[config.mk]
export PLATFORM = sky130hd
export DESIGN_NAME = cla32_stream_accum
export DESIGN_NICKNAME = d
export VERILOG_FILES = /design/src/rtl/cla32_stream_accum.sv
export SDC_FILE = /design/constraint.sdc
export NUM_CORES = 1
export LEC_CHECK = 0
export BUFFER_PORTS_ARGS = -buffer_cell sky130_fd_sc_hd__buf_2
export CAP_MARGIN = 20
export CORE_MARGIN = 3
export CORE_UTILIZATION = 60
export CTS_BUF_LIST = sky130_fd_sc_hd__clkbuf_4 sky130_fd_sc_hd__clkbuf_8 sky130_fd_sc_hd__clkbuf_16
export CTS_CLUSTER_DIAMETER = 80
export DETAILED_ROUTE_END_ITERATION = 10
export GPL_TIMING_DRIVEN = 0
export PLACE_DENSITY = 0.95
export SLEW_MARGIN = 20
export SYNTH_ARGS = -nofsm -noshare
export SYNTH_HDL_FRONTEND = slang
export SYNTH_SLANG_ARGS = --single-unit
[constraint.sdc]
create_clock -name clk -period 10.37 [get_ports clk]
set_input_delay 0 -clock clk [delete_from_list [all_inputs] [get_ports clk]]
set_output_delay 0 -clock clk [all_outputs]
set_load 0.03 [all_outputs]
[src/rtl/cla32_stream_accum.sv]
// Streaming packet accumulator built around a combinational 32-bit carry-lookahead adder.
// Optional feature: define CLA_SAT_EN to saturate the packet sum on the first carry-out.
module cla32_stream_accum #(
  parameter int unsigned CNT_W = 8
) (
  input  logic             clk,
  input  logic             rst_n,
  input  logic             clear,
  input  logic             in_valid,
  output logic             in_ready,
  input  logic [31:0]      in_data,
  input  logic             in_last,
  output logic             out_valid,
  input  logic             out_ready,
  output logic [31:0]      out_sum,
  output logic [CNT_W-1:0] out_carries,
  output logic [CNT_W-1:0] out_count
);

  typedef enum logic [1:0] {IDLE, ACCUM, HOLD} state_t;

  state_t           state;
  logic [31:0]      acc;
  logic [CNT_W-1:0] cnt;
  logic [CNT_W-1:0] carries;
`ifdef CLA_SAT_EN
  logic             sat;
  logic             sat_n;
`endif

  logic [31:0]      op_a;
  logic [31:0]      gen;
  logic [31:0]      prop;
  logic [31:0]      gp;
  logic [31:0]      pp;
  logic [31:0]      sum;
  logic             cout;
  logic [4:0]       hi;
  logic [4:0]       lo;

  logic             accept;
  logic             first;
  logic [31:0]      acc_n;
  logic [CNT_W-1:0] cnt_n;
  logic [CNT_W-1:0] car_base;
  logic [CNT_W-1:0] car_n;

  // Kogge-Stone prefix tree: gp[i] ends up as the carry out of bit i (carry-in is 0).
  always_comb begin
    op_a = (state == IDLE) ? '0 : acc;
    gen  = op_a & in_data;
    prop = op_a ^ in_data;
    gp   = gen;
    pp   = prop;
    hi   = '0;
    lo   = '0;
    for (int unsigned lvl = 0; lvl < 5; lvl++) begin
      for (int unsigned i = 31; i >= (32'd1 << lvl); i--) begin
        hi     = 5'(i);
        lo     = 5'(i - (32'd1 << lvl));
        gp[hi] = gp[hi] | (pp[hi] & gp[lo]);
        pp[hi] = pp[hi] & pp[lo];
      end
    end
    sum  = prop ^ {gp[30:0], 1'b0};
    cout = gp[31];
  end

  always_comb begin
    accept   = in_valid && in_ready;
    first    = (state == IDLE);
    cnt_n    = first ? CNT_W'(1) : ((&cnt) ? cnt : cnt + 1'b1);
    car_base = first ? '0 : carries;
    car_n    = (cout && !(&car_base)) ? car_base + 1'b1 : car_base;
`ifdef CLA_SAT_EN
    sat_n    = (!first && sat) || cout;
    acc_n    = sat_n ? '1 : sum;
`else
    acc_n    = sum;
`endif
  end

  always_ff @(posedge clk or negedge rst_n) begin
    if (!rst_n) begin
      state     <= IDLE;
      acc       <= '0;
      cnt       <= '0;
      carries   <= '0;
      in_ready  <= 1'b1;
      out_valid <= 1'b0;
`ifdef CLA_SAT_EN
      sat       <= 1'b0;
`endif
    end else if (clear) begin
      state     <= IDLE;
      acc       <= '0;
      cnt       <= '0;
      carries   <= '0;
      in_ready  <= 1'b1;
      out_valid <= 1'b0;
`ifdef CLA_SAT_EN
      sat       <= 1'b0;
`endif
    end else if (accept) begin
      acc     <= acc_n;
      cnt     <= cnt_n;
      carries <= car_n;
`ifdef CLA_SAT_EN
      sat     <= sat_n;
`endif
      if (in_last) begin
        state     <= HOLD;
        in_ready  <= 1'b0;
        out_valid <= 1'b1;
      end else begin
        state <= ACCUM;
      end
    end else if (state == HOLD && out_ready) begin
      state     <= IDLE;
      in_ready  <= 1'b1;
      out_valid <= 1'b0;
    end
  end

  assign out_sum     = acc;
  assign out_carries = carries;
  assign out_count   = cnt;

endmodule

==> Word-level counts from Yosys, hierarchy flattened <==
Cells that the tools add are included.
{ "classes": {"n_addsub": 2, "n_reduce_logical": 11, "bitwise": 359, "n_mux": 23, "n_eq_ne": 3} }
{ "op_table": {"columns": ["cell", "count"], "rows": [
  ["bitwise AND 1 bit", 227],
  ["OR 1 bit", 129],
  ["2-to-1 mux 32 bit", 3],
  ["2-to-1 mux 8 bit", 8],
  ["bitwise XOR 32 bit", 2],
  ["bitwise AND 32 bit", 1],
  ["adder 8 x 1 -> 8 bit, second input constant", 2],
  ["AND reduction 8 bit", 2],
  ["2-to-1 mux 1 bit", 8],
  ["2-to-1 mux 2 bit", 4],
  ["!= test 3 bit, second input constant", 2],
  ["AND reduction 2 bit", 2],
  ["logical AND 1 bit", 3],
  ["nonzero test 3 bit", 1],
  ["equality test 2 bit, second input constant", 1],
  ["logical NOT 2 bit", 1],
  ["nonzero test 2 bit", 1],
  ["logical NOT 1 bit", 1]
]} }
{ "totals": {"inputBits": 38, "ff_bits": 52, "out_inout_bits": 50, "wordCells": 404} }

==> Logic depth before layout (Yosys ltp) <==
Gate-level depths: netlist (run 1).
{ "logic_depth": {"depth_word": 17, "ltp_mapped": 15, "mapped_depth_nobuf": 13} }

==> Worst setup path after synthesis (run 1) <==
OpenSTA, ideal clock, no wires.
{ "synth_timing": {"kind": "reg-to-reg", "start": "register state[0]", "end": "register acc[19], in the netlist out_sum[19]", "n_path_buf": 2, "required_ns": 10.240, "period_less_slack_ns": 3.273, "arrival_ns": 3.143, "slack_ns": 7.097, "setup_ns": 0.130, "stages_incl_launch_ff": 14, "cell_sequence": "dfrtp_1 > or2_2 > clkbuf_1 > clkbuf_1 > and2_1 > ha_1 > a21o_1 > a31o_1 > a221oi_4 > o31ai_4 > a211o_1 > a311o_1 > xnor2_1 > o21ai_1"} }
{ "synth_between": {"elab_chain_cells": 15, "elab_cells_between_ends": 59, "cone_classes": "mux: 3; bitwise: 55; reduce/logical: 1"} }
{ "synth_rtl": {"columns": ["element", "line", "text"], "rows": [
  ["start, declared", "22", "state_t state;"],
  ["start signal, assigned", "85", "state <= IDLE;"],
  ["start signal, assigned", "95", "state <= IDLE;"],
  ["start signal, assigned", "112", "state <= HOLD;"],
  ["logical NOT 2 bit *", "50", "op_a = (state == IDLE) ? '0 : acc;"],
  ["2-to-1 mux 32 bit *", "50", null],
  ["bitwise XOR 32 bit or bitwise AND 32 bit (tied branches)", "52, 51", null],
  ["bitwise AND 1 bit", "61", "gp[hi] = gp[hi] | (pp[hi] & gp[lo]);"],
  ["OR 1 bit", "61", null],
  ["bitwise AND 1 bit", "61", null],
  ["OR 1 bit", "61", null],
  ["bitwise AND 1 bit", "61", null],
  ["OR 1 bit", "61", null],
  ["bitwise AND 1 bit", "61", null],
  ["OR 1 bit (2 in series)", "61", null],
  ["bitwise XOR 32 bit *", "65", "sum = prop ^ {gp[30:0], 1'b0};"],
  ["2-to-1 mux 32 bit *", "104", "end else if (accept) begin"],
  ["2-to-1 mux 32 bit *", "94", "end else if (clear) begin"],
  ["end signal, assigned", "105", "acc <= acc_n;"],
  ["end, declared", "23", "logic [31:0] acc;"]
]} }
Every way passes the cells marked *; elsewhere a longest branch is shown, timed or not. The select of a mux whose other input is x is not followed.
A chain may end at the register's enable or synchronous reset.

==> Worst setup path in the final report (run 1) <==
{ "layout_timing": {"start": "register state[0]", "end": "register carries[5], in the netlist out_carries[5]"} }
{ "layout_between": {"elab_chain_cells": 17, "elab_cells_between_ends": 100, "cone_classes": "add/sub: 1; mux: 5; bitwise: 90; reduce/logical: 4"} }
{ "layout_rtl": {"columns": ["element", "line", "text"], "rows": [
  ["logical NOT 2 bit *", "50, 71", null],
  ["2-to-1 mux 32 bit", "50", null],
  ["bitwise XOR 32 bit or bitwise AND 32 bit (tied branches)", "52, 51", null],
  ["bitwise AND 1 bit", "61", null],
  ["OR 1 bit", "61", null],
  ["bitwise AND 1 bit", "61", null],
  ["OR 1 bit", "61", null],
  ["bitwise AND 1 bit", "61", null],
  ["OR 1 bit", "61", null],
  ["bitwise AND 1 bit", "61", null],
  ["OR 1 bit", "61", null],
  ["bitwise AND 1 bit", "61", null],
  ["OR 1 bit", "61", null],
  ["logical AND 1 bit", "74", "car_n = (cout && !(&car_base)) ? car_base + 1'b1 : car_base;"],
  ["2-to-1 mux 8 bit *", "74", null],
  ["2-to-1 mux 8 bit *", "104", null],
  ["2-to-1 mux 8 bit *", "94", null],
  ["end signal, assigned", "107", "carries <= car_n;"],
  ["end, declared", "25", "logic [CNT_W-1:0] carries;"]
]} }
Marked as above.

==> results.yml, run 1 <==
run_status:
  status: "complete, no violations"
clock_tree:
  cts_tree: "done"
  ctsLongestPathBuffers: 2
  h-tree-depth: 2
  cts_setup_buffers: 0
  clk_pin_slew_ns: 0.10
  post_cts_resized: 0
  cts_buffers: 5
  insertion_delay_ns: 0.33
  ctsHoldBuffers: 3
  clockRootBuffer: "clkbuf_8"
  cts_sinks: 52
setup_path:
  slowest_stage: "dfrtp_1"
  worst-path-buf-inv: 3
  crit_path_cell_trace: "or2_2, clkbuf_1, clkbuf_1, nand2_1, fa_1, nand2b_1, a21oi_1, a22oi_1, a211oi_2, nor3_1, o21a_1, buf_2, o311ai_0, nand3_1"
  critical_path_class: "register to register"
  critPathArrivalTime_ns: 4.20
  worst_setup_path_start_kind: "register"
  ff2ff_path_depth: 14
  rr_startpoint: "state[0]$_DFFE_PN0P_"
  cp.required_ns: 10.56
  crit_top_cell: "clkbuf_1"
  cpPeakStageDelay_ns: 0.40
  crit_family: "compound AO/OA/AOI/OAI gates"
  cp_max_fo: 10
  crit_path_end_kind: "register"
  r2r_slack_ns: 6.37
  reg2reg_to: "out_carries[5]$_DFFE_PN0P_"
global_route:
  grt_pass1_wl_um: 17900
  grtUsageTotal: 0.287
  antenna_found_initial: 0
  grt_pass1_vias: 4100
  gr-total-overflow: 0
  grt_max_degree: 53
synth:
  synth_edf_count: 0
  yosys_warnings: 0
  synth_area_mm2: 0.00418
  syn_inst: 491
  async_flop_share: 1.00
  yosysSeqAreaShare: 0.312
  ys_ff_latch: 52
  syn_avg_cell_area_um2: 8.50
  ys.flop_type: "dfrtp_1"
  synth_nets: 564
  synthDistinctLibCells: 64
final_layout:
  finalNetCount: 660
  drive_gt1_frac: 0.189
  final_common_cell: "buf_2"
  syn2layout_area_growth_pct: 16.3
  mostFrequentLayoutCells: "buf_2, nand2_1, dfrtp_1"
  stdcell_count: 665
  antennaDiodeCount: 0
power:
  power_density_mw_per_mm2: 110
  total_power_mw: 0.536
  vdd_drop_max_v: 0.0000732
  cellLeakagePower_nw: 2.46
worst_hold_path:
  min_path_type: "input port to register"
  worstHoldEndpoint: "out_valid$_DFFE_PN0P_"
  hold_path_depth: 2
  min_from: "clear"
sta:
  tns_ns: 0
  period_needed_ns: 4.00
  drv_slew: 0
  fmax_mhz: 250
  max-slew-margin-rel: 0.538
  tightest_slew_ns: 0.692
  hold_violations: 0
  fin_worst_skew_ns: 0.0133
  finalCritPeriodShare: 0.386
  setup-violations-final: 0
  grt_setup_unrepaired: "no"
route:
  drt-met1-wl_um: 4620
  drtAntennaViolNets: 0
  via_per_inst: 6.34
  drc: 0
  drt_iter0_markers: 262
  post_drt_wl_per_cell_um: 17.3
  highest_layer: "met4"
  detail_route.first_pass.iterations: 8
  routed_wl_um: 11500
  wl_met2_um: 5560
  via_count: 4214
  wl_met3_um: 884
floorplan:
  die_area_mm2: 0.00800
  fp.coreArea_mm2: 0.00653
  die_width_um: 89.4
  start_util: 0.639
  die_h_um: 89.4
  num_rows: 29
  ios: 88
place:
  globalplace.congestion: 0.923
  io_buffers: 86
  dpl.hpwl_um: 8430
  dp_cells: 654
run:
  drv_cap: 0
## Yosys cell counts, drive strengths merged, types with 2 or more instances
| master | n | area [um2] |
|---|---|---|
| a211oi | 7 | 57.6 |
| a21o | 23 | 173 |
| a21oi | 26 | 130 |
| a22o | 6 | 52.6 |
| a22oi | 2 | 15.0 |
| a311oi | 2 | 17.5 |
| a31o | 2 | 17.5 |
| a31oi | 5 | 31.3 |
| a32o | 2 | 20.0 |
| a41oi | 3 | 45.1 |
| and2 | 34 | 213 |
| and3 | 6 | 37.5 |
| buf | 4 | 22.5 |
| clkbuf | 16 | 60.1 |
| dfrtp | 51 | 1280 |
| ha | 34 | 425 |
| inv | 15 | 56.3 |
| nand2 | 58 | 220 |
| nand2b | 9 | 56.3 |
| nand3 | 17 | 85.1 |
| nand4 | 6 | 37.5 |
| nor2 | 27 | 101 |
| nor2b | 2 | 12.5 |
| nor3 | 4 | 20.0 |
| nor3b | 3 | 22.5 |
| o211ai | 2 | 15.0 |
| o21a | 6 | 45.0 |
| o21ai | 43 | 219 |
| o21ba | 2 | 20.0 |
| o21bai | 5 | 37.5 |
| o221ai | 2 | 17.5 |
| o311ai | 4 | 35.0 |
| o31ai | 6 | 58.8 |
| or2 | 5 | 33.8 |
| or3 | 3 | 18.8 |
| or4 | 4 | 30.0 |
| xnor2 | 18 | 158 |
| xor2 | 11 | 96.3 |
## flip-flops by register name, summed over array words and instances (netlist names)
signal,cells
out_sum,32
out_carries,8
out_count,8
state,2
in_ready,1
out_valid,1
## worst reg2reg max path, cell delays in order (launching register included)
cell      delay, ns
dfrtp_1        0.40
or2_2          0.12
clkbuf_1       0.32
clkbuf_1       0.39
nand2_1        0.15
fa_1           0.39
nand2b_1       0.20
a21oi_1        0.35
a22oi_1        0.19
a211oi_2       0.32
nor3_1         0.11
o21a_1         0.26
buf_2          0.21
o311ai_0       0.36
nand3_1        0.11
## report_power, final
group / internal (mW) / switching [mW]
registers: 0.215 / 0.00998
clock network: 0.0791 / 0.0770
logic: 0.0531 / 0.101
total: 0.348 / 0.188
## per-stage QoR
step | worst slack [ns] | instance area, um2 | hold WS [ns] | util
2_1_floorplan | 7.10 | 4180 | -0.296 | -
3_3_place_gp | 6.54 | 4700 | 0.249 | 0.720
3_5_place_dp | 6.43 | 4700 | 0.0901 | 0.720
4_1_cts | 6.41 | 4860 | 0.0102 | 0.743
5_1_grt | 5.99 | 4860 | 0.0448 | 0.743
6_report | 6.37 | 4860 | 0.0159 | 0.743
## cells by family (layout without fill, tap and decap cells)
family	count (synthesis)	after routing	share of synthesized area
buffers and inverters	35	132	0.0333
muxes	1	1	0.00240
DFF	52	52	0.312
AOI/OAI and AO/OA	158	158	0.266
xor gates and xnor gates	29	29	0.0608
and+or+nand+nor	181	181	0.218
adders and majority gates	35	35	0.107
## layout make-up
type                    instances  area [um2]
fillers                       503        1680
well taps                      77        96.3
flip-flops and latches         52        1300
repair buffers                 89         463
clock inverters                 2        38.8
plain buffers                  20        82.6
inverters                      15        56.3
multi-input cells             404        2730
clock buffers                   6        82.6
## per-layer routing
metal	vias up	GRT usage
li1	1979	-
met1	1983	0.342
met2	198	0.494
met3	54	0.0608
met4	0	0.129
met5	-	0
## worst max-delay path by stage
stage                          from  cells past startpoint                         end
4_1_cts        state[0]$_DFFE_PN0P_                     14  out_carries[5]$_DFFE_PN0P_
3_3_place_gp   state[0]$_DFFE_PN0P_                     14  out_carries[5]$_DFFE_PN0P_
6_report       state[0]$_DFFE_PN0P_                     14  out_carries[5]$_DFFE_PN0P_
2_1_floorplan  state[0]$_DFFE_PN0P_                     13     out_sum[19]$_DFFE_PN0P_
3_5_place_dp   state[0]$_DFFE_PN0P_                     14  out_carries[5]$_DFFE_PN0P_
5_1_grt        state[0]$_DFFE_PN0P_                     14  out_carries[3]$_DFFE_PN0P_
No activity file was read; power rests on OpenSTA's default activity.
==> run 2: changes to the inputs <==
--- a/config.mk
+++ b/config.mk
@@ -8,12 +8,12 @@
 export BUFFER_PORTS_ARGS = -buffer_cell sky130_fd_sc_hd__buf_2
 export CAP_MARGIN = 20
 export CORE_MARGIN = 3
-export CORE_UTILIZATION = 60
+export CORE_UTILIZATION = 50
 export CTS_BUF_LIST = sky130_fd_sc_hd__clkbuf_4 sky130_fd_sc_hd__clkbuf_8 sky130_fd_sc_hd__clkbuf_16
 export CTS_CLUSTER_DIAMETER = 80
 export DETAILED_ROUTE_END_ITERATION = 10
 export GPL_TIMING_DRIVEN = 0
-export PLACE_DENSITY = 0.95
+export PLACE_DENSITY = 0.89
 export SLEW_MARGIN = 20
 export SYNTH_ARGS = -nofsm -noshare
 export SYNTH_HDL_FRONTEND = slang
==> constraint.sdc (replaced) <==
create_clock -name clk -period 3.5 [get_ports clk]
set_input_delay 0 -clock clk [delete_from_list [all_inputs] [get_ports clk]]
set_output_delay 0 -clock clk [all_outputs]
set_load 0.03 [all_outputs]
==> results.yml, run 2 (synthesis gave the netlist of run 1 again) <==
sta:
  tightest_slew_ns: 0.699
  whs_ns: 0.0206
  finalCritPeriodShare: 0.975
  max-slew-margin-rel: 0.534
  period_needed_ns: 3.41
  setup-violations-final: 0
  fin_worst_skew_ns: 0.0122
  grt_setup_unrepaired: "yes"
  hold_violations: 0
  fmax_mhz: 293
  drv_slew: 0
  setup_slack_ns: 0.0879
route:
  detail_route.first_pass.iterations: 5
  drc: 0
  post_drt_wl_per_cell_um: 17.0
  drt_iter0_markers: 367
  routed_wl_um: 11700
  drtAntennaViolNets: 0
  via_count: 4196
  via_per_inst: 6.05
setup_path:
  crit_path_end_kind: "register"
  r2r_slack_ns: 0.09
  critPathArrivalTime_ns: 3.60
  crit_top_cell: "nor3_1"
  reg2reg_to: "out_carries[3]$_DFFE_PN0P_"
  worst_setup_path_start_kind: "register"
  rr_startpoint: "state[1]$_DFFE_PN0P_"
  critical_path_class: "register to register"
  ff2ff_path_depth: 13
  cp.required_ns: 3.69
  cp-endpoint: "out_carries[3]$_DFFE_PN0P_"
  path_depth: 13
  crit_start: "state[1]$_DFFE_PN0P_"
  worst-path-buf-inv: 2
  cpPeakStageDelay_ns: 0.43
  crit_path_cell_trace: "or2_4, clkbuf_4, and2_1, ha_2, nand2_2, nor3_1, a22oi_2, a211oi_2, nor3_1, o21a_2, buf_2, o311ai_1, nand3_1"
  slowest_stage: "dfrtp_1"
  crit_family: "simple AND/OR/NAND/NOR gates"
  cp_max_fo: 10
run:
  drv_cap: 0
place:
  dpl.hpwl_um: 8590
  globalplace.congestion: 0.923
  post-place-ws_ns: -0.570
  io_buffers: 86
clock_tree:
  clockRootBuffer: "clkbuf_8"
  cts_tree: "done"
  ctsLongestPathBuffers: 2
  clk_pin_slew_ns: 0.10
  insertion_delay_ns: 0.31
  h-tree-depth: 2
  cts_buffers: 5
  cts_sinks: 52
power:
  cellLeakagePower_nw: 2.50
  vdd_drop_max_v: 0.000257
  total_power_mw: 1.57
  power_density_mw_per_mm2: 317
floorplan:
  die_area_mm2: 0.00948
  die_width_um: 97.4
  die_h_um: 97.4
  fp.coreArea_mm2: 0.00793
  num_rows: 32
  ios: 88
  start_util: 0.527
final_layout:
  syn2layout_area_growth_pct: 18.9
  largest_register_ffs: 32
  mostFrequentLayoutCells: "buf_2, nand2_1, dfrtp_1"
  drive_gt1_frac: 0.220
  fin_util: 0.626
  final_common_cell: "buf_2"
  finalNetCount: 663
  antennaDiodeCount: 0
global_route:
  gr-total-overflow: 0
  grt_pass1_vias: 4075
  grt_max_degree: 53
  antenna_found_initial: 0
  grt_pass1_wl_um: 19100
  grtUsageTotal: 0.241
run_status:
  status: "complete, no violations"
worst_hold_path:
  min_from: "clear"
  min_path_type: "input port to register"
run 2: cell types whose count changed in the layout (fill, tap and decap cells not counted), sizes merged:
cell,before,now
buf,90,94
clkbuf,22,20
clkinvlp,0,1
run 2: report_power, final:
| part | internal [mW] | switching (mW) | leakage [nW] |
|---|---|---|---|
| sequential | 0.638 | 0.0292 | 0.700 |
| clock | 0.212 | 0.225 | 0.0541 |
| combinational | 0.164 | 0.303 | 1.74 |
run 2: worst min path at each step:
stage	end	slack [ns]	depth (start not counted)
floorplan	out_carries[0]$_DFFE_PN0P_	-0.30	0
global placement	state[0]$_DFFE_PN0P_	0.25	2
detailed placement	out_sum[10]$_DFFE_PN0P_	0.1	1
CTS	out_valid$_DFFE_PN0P_	0.02	2
global route	out_valid$_DFFE_PN0P_	0.06	2
finish	out_valid$_DFFE_PN0P_	0.02	2
run 2: cell type report:
type                            count  area, um2
Fill cell                         680       2960
Multi-Input combinational cell    404       2790
Sequential cell                    52       1300
Timing Repair Buffer               93        493
Tap cell                          102        128
Buffer                             19       85.1
Clock buffer                        5       68.8
Inverter                           15       56.3
Clock inverter                      3       42.5
run 2: stage by stage:
stage                     std cells  area (um2)  setup TNS (ns)
after floorplan                 491        4180               0
after global placement          679        4730           -3.24
after detailed placement        679        4740           -5.74
after CTS                       691        4900               0
after global routing            693        4960          -0.505
final                           693        4960               0
run 2: what timing repair did:
item / in CTS / in global routing
hold endpoints to repair: 54 / 0
pin swaps: 3 / 5
hold buffers: 3 / 0
buffers inserted: 2 / 2
gates resized for setup: 6 / 16
endpoints found under the setup margin: 20 / 14
run 2: per-layer routing:
layer	vias up	share of wire	wire [um]	GRT usage
met3	24	0.082	960	0.0416
met2	212	0.51	5940	0.422
met1	1976	0.40	4660	0.302
li1	1984	-	-	-
met5	-	0	0	0
met4	0	0.016	193	0.0756
